[config.mk]
export PLATFORM = sky130hd
export DESIGN_NAME = tiny1_mmio_hub
export DESIGN_NICKNAME = d
export VERILOG_FILES = /design/src/rtl/tiny1_mmio_hub.sv
export SDC_FILE = /design/constraint.sdc
export NUM_CORES = 1
export LEC_CHECK = 0
export BUFFER_PORTS_ARGS = -buffer_cell sky130_fd_sc_hd__buf_2
export CAP_MARGIN = 5
export CORE_ASPECT_RATIO = 0.5
export CORE_MARGIN = 2
export CORE_UTILIZATION = 50
export CTS_CLUSTER_SIZE = 16
export DETAILED_ROUTE_END_ITERATION = 12
export PLACE_DENSITY = 0.73
export SYNTH_ARGS = -nofsm -noshare
export SYNTH_HDL_FRONTEND = slang
export SYNTH_SLANG_ARGS = --single-unit
[constraint.sdc]
create_clock -name clk -period 3.15 [get_ports clk]
set_clock_uncertainty 0.2 [all_clocks]
set_input_delay 0.315 -clock clk [delete_from_list [all_inputs] [get_ports clk]]
set_output_delay 0.315 -clock clk [all_outputs]
set_load 0.02 [all_outputs]
[src/rtl/tiny1_mmio_hub.sv]
// tiny1_mmio_hub
//   Memory-mapped I/O hub between the tiny1 core memory port and the SoC
//   RAM / UART / LED resources. mem_addr[15] steers an access either to RAM
//   (strobes passed straight through) or to the hub register file indexed by
//   mem_addr[10:0]. The hub adds RX/TX byte FIFOs in front of the UART, an
//   LED register, sticky overflow flags and a maskable, acknowledgeable IRQ.
//
// Ports
//   clk, rst            system clock; synchronous active-low reset
//   mem_addr            core address (bit 15 = mmio, [10:0] = register index)
//   mem_data_o          core write data
//   mem_wr, mem_rd      core write / read strobes
//   mem_data_i          read data returned to the core
//   ram_data_i          RAM read data
//   ram_we, ram_re      RAM strobes (core strobes when bit 15 clear)
//   uart_din            received UART byte, valid while uart_valid
//   uart_valid          UART holds a received byte
//   uart_ready          UART transmitter idle
//   uart_rd             one-cycle pulse consuming uart_din
//   uart_wr             one-cycle pulse sending uart_out
//   uart_out            byte to transmit (holds last sent byte)
//   irq, irqack         interrupt request / acknowledge
//   leds                LED register
module tiny1_mmio_hub #(
  parameter int RX_DEPTH = 8,
  parameter int TX_DEPTH = 8,
  parameter int GPIO_W   = 8
) (
  input  logic              clk,
  input  logic              rst,
  input  logic [15:0]       mem_addr,
  input  logic [15:0]       mem_data_o,
  input  logic              mem_wr,
  input  logic              mem_rd,
  output logic [15:0]       mem_data_i,
  input  logic [15:0]       ram_data_i,
  output logic              ram_we,
  output logic              ram_re,
  input  logic [7:0]        uart_din,
  input  logic              uart_valid,
  input  logic              uart_ready,
  output logic              uart_rd,
  output logic              uart_wr,
  output logic [7:0]        uart_out,
  output logic              irq,
  input  logic              irqack,
  output logic [GPIO_W-1:0] leds
);

  localparam int RX_AW = (RX_DEPTH > 1) ? $clog2(RX_DEPTH) : 1;
  localparam int TX_AW = (TX_DEPTH > 1) ? $clog2(TX_DEPTH) : 1;
  localparam int RX_CW = RX_AW + 1;
  localparam int TX_CW = TX_AW + 1;

  localparam logic [RX_CW-1:0] RX_FULL_CNT = RX_CW'(RX_DEPTH);
  localparam logic [TX_CW-1:0] TX_FULL_CNT = TX_CW'(TX_DEPTH);

  localparam logic [10:0] REG_STATUS   = 11'd0;
  localparam logic [10:0] REG_RX_DATA  = 11'd1;
  localparam logic [10:0] REG_TX_DATA  = 11'd2;
  localparam logic [10:0] REG_LEDS     = 11'd3;
  localparam logic [10:0] REG_IRQ_EN   = 11'd4;
  localparam logic [10:0] REG_RX_COUNT = 11'd5;
  localparam logic [10:0] REG_TX_COUNT = 11'd6;

  typedef enum logic {
    RX_IDLE,
    RX_ACK
  } rx_state_t;

  typedef enum logic [1:0] {
    TX_IDLE,
    TX_SEND,
    TX_HOLD
  } tx_state_t;

  rx_state_t        rx_state;
  tx_state_t        tx_state;

  logic [7:0]       rx_mem [RX_DEPTH];
  logic [RX_AW-1:0] rx_wptr;
  logic [RX_AW-1:0] rx_rptr;
  logic [RX_CW-1:0] rx_count;

  logic [7:0]       tx_mem [TX_DEPTH];
  logic [TX_AW-1:0] tx_wptr;
  logic [TX_AW-1:0] tx_rptr;
  logic [TX_CW-1:0] tx_count;

  logic             rx_ovf;
  logic             tx_ovf;
  logic [2:0]       irq_en;
  logic             ack_hold_p0;

  logic [15:0]      rd_data_p0;
  logic             rd_mmio_p0;
  logic [15:0]      rd_mux;

  logic             mmio;
  logic [10:0]      reg_idx;
  logic             mmio_rd;
  logic             mmio_wr;
  logic             rx_nonempty;
  logic             rx_full;
  logic             tx_empty;
  logic             tx_full;
  logic             rx_pop;
  logic             rx_push;
  logic             rx_drop;
  logic             tx_push;
  logic             tx_drop;
  logic             tx_pop;
  logic             sts_wr;
  logic             irq_cond;
  logic             unused_bits;

  assign mmio    = mem_addr[15];
  assign reg_idx = mem_addr[10:0];
  assign mmio_rd = mem_rd & mmio;
  assign mmio_wr = mem_wr & mmio;

  assign ram_we = mem_wr & ~mmio;
  assign ram_re = mem_rd & ~mmio;

  assign unused_bits = ^{mem_addr[14:11], mem_data_o[15:8]};

  assign rx_nonempty = (rx_count != '0);
  assign rx_full     = (rx_count == RX_FULL_CNT);
  assign tx_empty    = (tx_count == '0);
  assign tx_full     = (tx_count == TX_FULL_CNT);

  // Both FSM strobes are decoded from state and gated by reset so that a
  // reset cycle never emits a UART handshake, even mid-transfer.
  assign uart_rd = rst & (rx_state == RX_IDLE) & uart_valid;
  assign uart_wr = rst & (tx_state == TX_SEND);

  assign rx_pop  = mmio_rd & (reg_idx == REG_RX_DATA) & rx_nonempty;
  // A full RX FIFO still accepts the byte when a pop frees a slot this cycle.
  assign rx_push = uart_rd & (~rx_full | rx_pop);
  assign rx_drop = uart_rd & rx_full & ~rx_pop;

  assign tx_push = mmio_wr & (reg_idx == REG_TX_DATA) & ~tx_full;
  assign tx_drop = mmio_wr & (reg_idx == REG_TX_DATA) & tx_full;
  assign tx_pop  = uart_wr & ~tx_empty;

  assign sts_wr  = mmio_wr & (reg_idx == REG_STATUS);

  assign irq_cond = (rx_nonempty & irq_en[0]) |
                    (tx_empty & irq_en[1]) |
                    ((rx_ovf | tx_ovf) & irq_en[2]);

  // RX FIFO
  always_ff @(posedge clk) begin
    if (rx_push) rx_mem[rx_wptr] <= uart_din;
  end

  always_ff @(posedge clk) begin
    if (!rst) begin
      rx_wptr  <= '0;
      rx_rptr  <= '0;
      rx_count <= '0;
    end else begin
      if (rx_push) rx_wptr <= rx_wptr + 1'b1;
      if (rx_pop)  rx_rptr <= rx_rptr + 1'b1;
      case ({rx_push, rx_pop})
        2'b10:   rx_count <= rx_count + 1'b1;
        2'b01:   rx_count <= rx_count - 1'b1;
        default: ;
      endcase
    end
  end

  // TX FIFO
  always_ff @(posedge clk) begin
    if (tx_push) tx_mem[tx_wptr] <= mem_data_o[7:0];
  end

  always_ff @(posedge clk) begin
    if (!rst) begin
      tx_wptr  <= '0;
      tx_rptr  <= '0;
      tx_count <= '0;
    end else begin
      if (tx_push) tx_wptr <= tx_wptr + 1'b1;
      if (tx_pop)  tx_rptr <= tx_rptr + 1'b1;
      case ({tx_push, tx_pop})
        2'b10:   tx_count <= tx_count + 1'b1;
        2'b01:   tx_count <= tx_count - 1'b1;
        default: ;
      endcase
    end
  end

  // RX drain FSM: one byte per visit to IDLE, ACK lets uart_valid fall.
  always_ff @(posedge clk) begin
    if (!rst) begin
      rx_state <= RX_IDLE;
    end else begin
      case (rx_state)
        RX_IDLE: if (uart_valid) rx_state <= RX_ACK;
        RX_ACK:  rx_state <= RX_IDLE;
        default: rx_state <= RX_IDLE;
      endcase
    end
  end

  // TX FSM: uart_out is loaded on the way into SEND so it is stable for the
  // whole uart_wr cycle and then holds the last byte sent.
  always_ff @(posedge clk) begin
    if (!rst) begin
      tx_state <= TX_IDLE;
      uart_out <= 8'h00;
    end else begin
      case (tx_state)
        TX_IDLE: begin
          if (!tx_empty && uart_ready) begin
            tx_state <= TX_SEND;
            uart_out <= tx_mem[tx_rptr];
          end
        end
        TX_SEND: tx_state <= TX_HOLD;
        TX_HOLD: tx_state <= TX_IDLE;
        default: tx_state <= TX_IDLE;
      endcase
    end
  end

  // Sticky overflow flags; a new overflow in the same cycle as a clear wins.
  always_ff @(posedge clk) begin
    if (!rst) begin
      rx_ovf <= 1'b0;
      tx_ovf <= 1'b0;
    end else begin
      if (sts_wr && mem_data_o[2]) rx_ovf <= 1'b0;
      if (rx_drop)                 rx_ovf <= 1'b1;
      if (sts_wr && mem_data_o[3]) tx_ovf <= 1'b0;
      if (tx_drop)                 tx_ovf <= 1'b1;
    end
  end

  // Writable control registers
  always_ff @(posedge clk) begin
    if (!rst) begin
      leds   <= '0;
      irq_en <= 3'b000;
    end else begin
      if (mmio_wr && reg_idx == REG_LEDS)   leds   <= mem_data_o[GPIO_W-1:0];
      if (mmio_wr && reg_idx == REG_IRQ_EN) irq_en <= mem_data_o[2:0];
    end
  end

  // IRQ: an ack forces irq low for the ack cycle and the one after it.
  always_ff @(posedge clk) begin
    if (!rst) begin
      irq         <= 1'b0;
      ack_hold_p0 <= 1'b0;
    end else begin
      ack_hold_p0 <= irqack;
      irq         <= (irqack || ack_hold_p0) ? 1'b0 : irq_cond;
    end
  end

  always_comb begin
    rd_mux = '0;
    case (reg_idx)
      REG_STATUS:   rd_mux[4:0] = {irq, tx_ovf, rx_ovf, ~tx_full, rx_nonempty};
      REG_RX_DATA:  if (rx_nonempty) rd_mux[7:0] = rx_mem[rx_rptr];
      REG_LEDS:     rd_mux[GPIO_W-1:0] = leds;
      REG_IRQ_EN:   rd_mux[2:0] = irq_en;
      REG_RX_COUNT: rd_mux[RX_CW-1:0] = rx_count;
      REG_TX_COUNT: rd_mux[TX_CW-1:0] = tx_count;
      default:      ;
    endcase
  end

  // Read stage p0: register the mmio data and the steering flag of the read.
  always_ff @(posedge clk) begin
    if (!rst) begin
      rd_data_p0 <= 16'h0000;
      rd_mmio_p0 <= 1'b0;
    end else if (mem_rd) begin
      rd_mmio_p0 <= mmio;
      if (mmio) rd_data_p0 <= rd_mux;
    end
  end

  assign mem_data_i = rd_mmio_p0 ? rd_data_p0 : ram_data_i;

endmodule

==> results.md, run 1 <==
- The quantity of gates resized following cts is 0.
- The root buffer cell is sky130_fd_sc_hd__clkbuf_16.
- The die area is 16800 sq um.
- For this run, the top clock speed supported by timing is 355 MHz.
- The hold buffer count at CTS is 16.
- The number of DRC violations after detailed routing is 0.
- Setup repair after global routing left no endpoint under its margin.
- The startpoint identified for the worst register-to-register timing path is rx_count[3].
- The longest clock path from root to sink contains 2 buffers.
- The area of the mapped netlist is 7880 sq um.
- The maximum fanout encountered on the critical timing path is 4.
- At the worst endpoint, the required time is 3270 ps.
- The period utilization is 0.895.
- The critical path in this run is classified as reg2reg.
- The number of antenna diodes in the final layout is 0.
- The count of flip-flops with a built-in enable after synthesis is 128.
- The multiplexer share of the synthesized area is 0.145.
- The CTS tree is built.
- After clock tree synthesis, the clock-pin slew on the worst setup and hold paths is 70 ps.
- The DRC violation total after the first TritonRoute iteration is 308.
- STA classifies the critical path endpoint as a flip-flop.
- The maximum resistive drop on vdd is 352 uV.
- The number of failing hold endpoints at the final stage came to 0.
- The shortest clock period the worst path allows after layout is 2820 ps.
- The placed instances occupy a cell area of 8850 sq um.
- In this run the post-CTS setup repair buffer count came out at 0.
- Along the worst hold path, the cell count comes to 1.
- Summed over all layers, the global routing overflow is 0.
- The compound-cell area share of the yosys netlist came to 0.0589.
- The netlist uses 57 different library cells.
- The depth of the most critical reg-to-reg path is 11.
- The top-level port count is 100.
- The count of nets after finishing is 744.
- The number of clock sinks is 186.
- The height of the die is 92.8 um.
- For the worst setup path, the data arrival time is 2940 ps.
- The number of max-cap violations is 0.
- After detailed placement, the design holds a cell count of 839.
- Overall power consumption after layout is estimated at 4.97 mW.
- In this run the remaining antenna-violating nets after routing total 0.
- The share of async-settable or async-resettable flops after synthesis is 0.
- Of the cells placed in the final design, the portion with a size suffix greater than 1 is 0.327.
- The clock buffer count from CTS is 17.
- For the worst-skew pair, the clock arrives at the later sink with an insertion delay of 430 ps.
- The synthesis-to-finish area growth is 21.8%.
- The first-pass iteration count of the detailed router is 4.
- The start point of the worst hold path is mem_data_o[1].
- The die width is 182 um.
- The power density over the cells is 518 nW/um^2.
- The post-route core utilization is 0.622.
- The routed layout has 4822 vias.
- The predominant post-synthesis flop cell is sky130_fd_sc_hd__edfxtp_1.
- The count of cells in the finished layout, fillers not included, comes to 887.
- The final design area excluding fillers is 9600 sq um.
- The largest net degree at the start of global routing is 55.
- The actual slew at the worst max-slew pin is 835 ps.
- In this run the register-to-register setup slack is 330 ps.
- The post-route worst hold slack is 40.9 ps.
- After technology mapping, the gate count stands at 530.
- The H-tree was split into 4 levels.
- The endpoint with the worst hold slack is tx_mem[3][1].
- The detailed-route wire length is 16.2 mm.
- Measured against its own limit, the worst slew margin works out to 0.442.
- The global-route usage over all layers is 0.200.
- The final max-slew violation count came to 0.
- The number of placement rows is 32.
- The kind of start point of the critical path is a flip-flop.
- The run finished with clean final reports.
- The adder and majority cell fraction of the synthesized area is 0.0184.
- Setup violations remaining at the end of the flow were counted as 0.
- The number of global-route vias before repair is 4777.
- The last weighted congestion value of the routability-driven placer is 0.913.
- The half-perimeter wire length of the detailed placement result is 10.8 mm.
- During synthesis, Yosys emitted a total of 0 warnings.
- The number of synthesized register bits is 186.
- The initial antenna violation count is 0.
- The number of nets produced by synthesis is 604.
- The critical register-to-register path endpoint is rx_count[3].
- The class of the tightest hold or removal check is in2reg.
- Averaged over all synthesized cells, the footprint is 14.9 sq um.
- The combinational family with the most area after synthesis is multiplexers.
- The xor/xnor cell area share of the yosys netlist is 0.0133.
- The number of buffers inserted by port buffering is 87.
- The routed wire length per instance is 18.2 um.
- After detailed routing, the number of vias per cell comes to 5.44.
- The initial core utilization is 0.511.
- The first global-routing pass estimated 25.4 mm of wire.
- The placeable core region is 15400 sq um.
- The sequential element share of the synthesized area is 0.635.
- Of the total synthesized cell area, the portion taken by AND, OR, NAND and NOR gates is 0.113.
- In this run the static leakage power is 3.59 nW.
-- synthesized netlist by cell type, types with 2 or more instances --
library cell	count	share of area
sky130_fd_sc_hd__edfxtp_1	128	0.49
sky130_fd_sc_hd__dfxtp_1	58	0.15
sky130_fd_sc_hd__nand2_1	36	0.017
sky130_fd_sc_hd__mux2i_1	32	0.041
sky130_fd_sc_hd__mux4_2	32	0.091
sky130_fd_sc_hd__nor2b_1	27	0.021
sky130_fd_sc_hd__nor3_1	18	0.011
sky130_fd_sc_hd__clkbuf_1	16	0.0076
sky130_fd_sc_hd__and2_1	14	0.011
sky130_fd_sc_hd__nor2_1	14	0.0067
sky130_fd_sc_hd__a21oi_1	13	0.0083
sky130_fd_sc_hd__o21ai_0	11	0.0070
sky130_fd_sc_hd__ha_1	10	0.016
sky130_fd_sc_hd__mux2_2	9	0.013
sky130_fd_sc_hd__nand3_1	9	0.0057
sky130_fd_sc_hd__o211a_1	9	0.011
sky130_fd_sc_hd__buf_1	8	0.0038
sky130_fd_sc_hd__xnor2_1	8	0.0089
sky130_fd_sc_hd__a21boi_0	5	0.0048
sky130_fd_sc_hd__o21a_1	5	0.0048
sky130_fd_sc_hd__inv_1	4	0.0019
sky130_fd_sc_hd__nand2b_1	4	0.0032
sky130_fd_sc_hd__nor4_1	4	0.0032
sky130_fd_sc_hd__or3_1	4	0.0032
sky130_fd_sc_hd__xor2_1	4	0.0044
sky130_fd_sc_hd__a22oi_1	3	0.0029
sky130_fd_sc_hd__a2bb2oi_1	3	0.0033
sky130_fd_sc_hd__nor4b_1	3	0.0033
sky130_fd_sc_hd__a22o_1	2	0.0022
sky130_fd_sc_hd__a32oi_1	2	0.0022
sky130_fd_sc_hd__and3_1	2	0.0016
sky130_fd_sc_hd__nand4_1	2	0.0016
sky130_fd_sc_hd__nor3b_2	2	0.0032
sky130_fd_sc_hd__nor4bb_1	2	0.0025
sky130_fd_sc_hd__o311a_1	2	0.0025
sky130_fd_sc_hd__or2_2	2	0.0016
sky130_fd_sc_hd__or3_2	2	0.0019
sky130_fd_sc_hd__or4_1	2	0.0019
-- state kept, by name, summed over array words and instances (netlist names), 4 cells and up, named ones only --
register and count:
rx_mem 64, tx_count 4, rd_data_p0 8, rx_count 4, uart_out 8, leds 8
tx_mem 64
-- through the flow --
step / worst slack, ps / setup TNS (ps)
3_5_place_dp: -105 / -218
2_1_floorplan: -121 / -121
3_3_place_gp: -55.8 / -88.3
5_1_grt: 172 / 0
4_1_cts: 335 / 0
6_report: 332 / 0
-- cells by family (layout without fill, tap and decap cells) --
| group | Yosys count | in the layout |
|---|---|---|
| DFF | 186 | 186 |
| AOI/OAI and AO/OA | 62 | 62 |
| xor gates and xnor gates | 12 | 12 |
| buffers and inverters | 31 | 184 |
| muxes | 73 | 73 |
| and+or+nand+nor | 155 | 155 |
| adders and majority gates | 11 | 11 |
-- where the power goes --
part           total, mW  internal (mW)  leakage, nW  switching (mW)
clock               2.10           1.21        0.279           0.887
sequential          2.65           2.63         1.62          0.0192
combinational      0.231          0.103         1.69           0.128
total               4.97           3.94         3.59            1.03
-- how the worst max path moves through the flow --
stage                startpoint          end  cells past startpoint
finish              rx_count[3]  rx_count[3]                     11
floorplan           mem_addr[5]  rx_count[2]                     12
CTS                 rx_count[3]  rx_count[3]                     11
global route        rx_count[3]  rx_count[3]                     11
detailed placement  mem_addr[5]  rx_count[2]                     12
global placement    mem_addr[5]  rx_count[2]                     12
-- cell usage in the layout, fill, tap and decap left out, drive strengths merged, types with 9 or more instances in the layout --
cell	n
nor2	14
dlygate4sd3	16
dfxtp	58
nand2	37
o211a	9
nand3	10
mux2	9
clkbuf	21
o21ai	11
nor2b	27
and2	14
a21oi	13
mux4	32
nor3	18
buf	131
ha	10
mux2i	32
edfxtp	128
-- per-layer routing --
metal  track usage  up-vias  part of all wire
met5             0        -                 0
met4        0.0766        0             0.016
li1              -     2317                 -
met1         0.258     2401              0.46
met3        0.0425       18             0.030
met2         0.337       86              0.50
-- cell type report --
cell class              count  area [sq um]
repair buffers            147           938
multi-input cells         313          2800
clock inverters            11           120
flip-flops and latches    186          5000
well taps                 204           255
fillers                  1114          5820
inverters                   5          21.3
clock buffers              21           460
-- worst max-delay path, stage by stage, from the launching register on --
cell and delay, ps:
sky130_fd_sc_hd__dfxtp_1 310, sky130_fd_sc_hd__or4_1 600, sky130_fd_sc_hd__nand2_1 220, sky130_fd_sc_hd__or3_4 180, sky130_fd_sc_hd__inv_4 40, sky130_fd_sc_hd__buf_4 140, sky130_fd_sc_hd__ha_4 160, sky130_fd_sc_hd__nor4bb_1 260
sky130_fd_sc_hd__a21oi_1 70, sky130_fd_sc_hd__o21a_1 190, sky130_fd_sc_hd__o21a_1 170, sky130_fd_sc_hd__o21a_1 180
Power figures use the tool's default switching activity.
==> inputs of run 2 (changes only) <==
--- a/config.mk
+++ b/config.mk
@@ -7,12 +7,15 @@
 export LEC_CHECK = 0
 export BUFFER_PORTS_ARGS = -buffer_cell sky130_fd_sc_hd__buf_2
 export CAP_MARGIN = 5
+export CELL_PAD_IN_SITES_DETAIL_PLACEMENT = 0
+export CELL_PAD_IN_SITES_GLOBAL_PLACEMENT = 1
 export CORE_ASPECT_RATIO = 0.5
 export CORE_MARGIN = 2
-export CORE_UTILIZATION = 50
+export CORE_UTILIZATION = 43
 export CTS_CLUSTER_SIZE = 16
 export DETAILED_ROUTE_END_ITERATION = 12
-export PLACE_DENSITY = 0.73
+export HOLD_SLACK_MARGIN = 0.12
+export PLACE_DENSITY = 0.75
 export SYNTH_ARGS = -nofsm -noshare
 export SYNTH_HDL_FRONTEND = slang
 export SYNTH_SLANG_ARGS = --single-unit
==> results.md, run 2 (synthesis gave the netlist of run 1 again) <==
- The worst setup path is launched from an input port.
- The count of nets after finishing came to 751 (+0.94%).
- The number of buffers added for setup after CTS is 0 (unchanged).
- The class of the tightest hold or removal check is in2reg.
- The clock buffer count from CTS was 17 (unchanged).
- The via count was 4805 (-0.35%).
- The share of layout cells above drive strength 1 is 0.328 (+0.00104).
- The largest registers in the layout are rx_mem x64, tx_mem x64.
- TritonCTS built the clock tree.
- The net switching power is 1.11 mW (+6.9%).
- The final max-slew violation count is 0 (unchanged).
- The maximum resistive drop on vdd was 405 uV (+15%).
- The synthesis-to-finish area growth is 22.9%.
- The worst setup path is of the in2reg kind.
- The maximum fanout encountered on the critical timing path is 3 (-1).
- The routed wire length per instance is 18.1 um (-0.46%).
- The part of the power in the clock network is 0.418 (-0.003).
- The run finished with clean final reports.
- The number of global-route vias before repair was 4746 (-0.65%).
- The half-perimeter wire length of the detailed placement result is 11.2 mm (+3.6%).
- The clock transition at the register clock pins on the worst setup and hold paths after CTS is 70 ps (about the same).
- The standby leakage power was 3.61 nW (+0.41%).
- The DRC violation total after the first TritonRoute iteration was 365 (+19%).
- The detailed-route vias per instance came to 5.20 (-4.3%).
- The clock tree buffer depth is 2 (unchanged).
- The height of the die is 99.7 um (+7.5%).
- The actual slew at the worst max-slew pin was 867 ps (+31.6 ps).
- The count of non-filler cells in the finished layout is 924 (+4.2%).
- The detailed-route wire length is 16.8 mm (+3.7%).
- Setup repair after global routing left no endpoint under its margin.
- The switching power as a share of total power is 0.223 (+0.0155).
- The largest net degree at the start of global routing came to 29 (-47%).
- The setup violation total in the final timing report is 0 (unchanged).
- The die area is 19500 sq um (+16%).
- The post-placement cell count came to 872 (+3.9%).
- The number of inserted filler cells in the final layout is 1448 (+30%).
- The number of DRC violations after detailed routing is 0 (unchanged).
- The worst relative slew slack was 0.421 (-0.0211).
- The number of failing hold endpoints at the final stage is 0 (unchanged).
- The root buffer cell chosen for the clock tree is sky130_fd_sc_hd__clkbuf_16.
- The smallest setup slack after layout is 274 ps (-57.8 ps).
- The number of clock sinks is 186 (unchanged).
- The number of buffers inserted by port buffering is 87 (unchanged).
- The quantity of gates resized following cts came to 0 (unchanged).
- The achievable frequency is 348 MHz (-2.0%).
- The endpoint with the worst hold slack is rd_data_p0[1].
- The hold buffer count at CTS is 20 (+4).
- The die width came to 195 um (+7.7%).
- The number of nets with antenna violations after routing is 0 (unchanged).
- The first-pass GRT wire length is 26.2 mm (+3.2%).
- The count of inserted antenna diode cells was 0 (unchanged).
- The depth of the most critical reg-to-reg path is 11 (unchanged).
- The total congestion overflow after global routing is 0 (unchanged).
- The startpoint of the worst register-to-register path is rx_count[2].
- The shortest clock period the worst path allows after layout is 2880 ps (+57.8 ps).
- The part of the total power dissipated in sequential elements is 0.534 (+0.002).
- Leaving out fill and tap cells, the most frequent cells in the layout are 128 x sky130_fd_sc_hd__edfxtp_1, 87 x sky130_fd_sc_hd__buf_2, 58 x sky130_fd_sc_hd__dfxtp_1.
- The worst hold path begins at mem_addr[3].
- The period utilization is 0.913 (+0.0184).
- The total power draw was 4.95 mW (-0.51%).
- The power density over the cells is 511 nW/um^2 (-1.4%).
- The last weighted congestion value of the routability-driven placer is 0.779 (-15%).
- The depth of the CTS H-tree was 4 (unchanged).
- The most common cell after layout, fill and taps aside is sky130_fd_sc_hd__edfxtp_1.
- The final-layout setup total negative slack is 0 ps (unchanged).
- The initial antenna violation count is 0 (unchanged).
- The initial core utilization was 0.446 (-0.0648).
- The global-route usage over all layers came to 0.181 (-0.0192).
- The cell internal power dissipation is 3.84 mW (-2.5%).
- STA classifies the critical path endpoint as a flip-flop.
- The proportion of power drawn by combinational gates was 0.048 (+0.002).
- The reg2reg setup slack is 300 ps (-30 ps).
- The number of placement rows is 34 (+6.3%).
- The placeable core region is 17700 sq um (+15%).
- The clock latency reported for the late side of the worst-skew pair is 430 ps (about the same).
- The arrival time at the worst endpoint is 3040 ps (+100 ps).
- The setup slack at placement is -173 ps (-67.7 ps).
- The first-pass iteration count of the detailed router is 4 (unchanged).
- The data required time of the critical path came to 3310 ps (+40 ps).
- The top-level port count came to 100 (unchanged).
- The number of max-cap violations came to 0 (unchanged).
- The number of cells on the worst hold path is 5 (+4).
- The worst register-to-register path ends at rx_count[2].
run 2: critical path: stages:
cell	delay (ps)
sky130_fd_sc_hd__buf_2	100
sky130_fd_sc_hd__or4_4	520
sky130_fd_sc_hd__or3_1	440
sky130_fd_sc_hd__o311ai_4	340
sky130_fd_sc_hd__nand2_4	120
sky130_fd_sc_hd__ha_4	200
sky130_fd_sc_hd__xor2_1	140
sky130_fd_sc_hd__ha_1	180
sky130_fd_sc_hd__a21oi_1	140
sky130_fd_sc_hd__xor2_1	90
sky130_fd_sc_hd__or3_1	300
sky130_fd_sc_hd__a21boi_0	160
run 2: how the worst max path moves through the flow:
stage | start | to | slack, ps | cells past startpoint
CTS | mem_addr[5] | rx_count[2] | 280 | 12
global route | rx_count[2] | rx_count[2] | 130 | 11
global placement | mem_addr[5] | rx_count[2] | -90 | 12
detailed placement | mem_addr[5] | rx_count[2] | -170 | 12
finish | mem_addr[5] | rx_count[2] | 270 | 12
floorplan | mem_addr[5] | rx_count[2] | -120 | 12
run 2: per-layer routing:
| layer | share of wire | track usage | up-vias |
|---|---|---|---|
| li1 | - | - | 2329 |
| met1 | 0.45 | 0.240 | 2387 |
| met2 | 0.50 | 0.301 | 79 |
| met3 | 0.040 | 0.0366 | 10 |
| met4 | 0.0085 | 0.0652 | 0 |
| met5 | 0 | 0 | - |
run 2: area by class of cell:
cell class | instances | area, sq um | area share
Timing Repair Buffer | 154 | 1000 | 0.103
Clock buffer | 18 | 429 | 0.0443
Multi-Input combinational cell | 313 | 2800 | 0.289
Inverter | 5 | 21.3 | 0.00220
Tap cell | 234 | 293 | 0.0302
Sequential cell | 186 | 5000 | 0.517
Clock inverter | 14 | 138 | 0.0142
run 2: through the flow:
stage | hold WS (ps) | util | instance area [sq um]
finish | 185 | 0.548 | 9680
global route | 199 | 0.548 | 9680
CTS | 162 | 0.548 | 9680
floorplan | 174 | - | 7920
global placement | 192 | 0.505 | 8910
detailed placement | 192 | 0.505 | 8910
run 2: power groups by stage:
stage | Combinational, mW | Clock [mW] | Sequential (mW)
4_1_cts | 0.239 | 2.11 | 2.64
5_1_grt | 0.258 | 2.21 | 2.65
3_3_place_gp | 0.215 | 0 | 2.70
2_1_floorplan | 0.119 | 0 | 2.69
6_report | 0.237 | 2.07 | 2.65
3_5_place_dp | 0.219 | 0 | 2.70
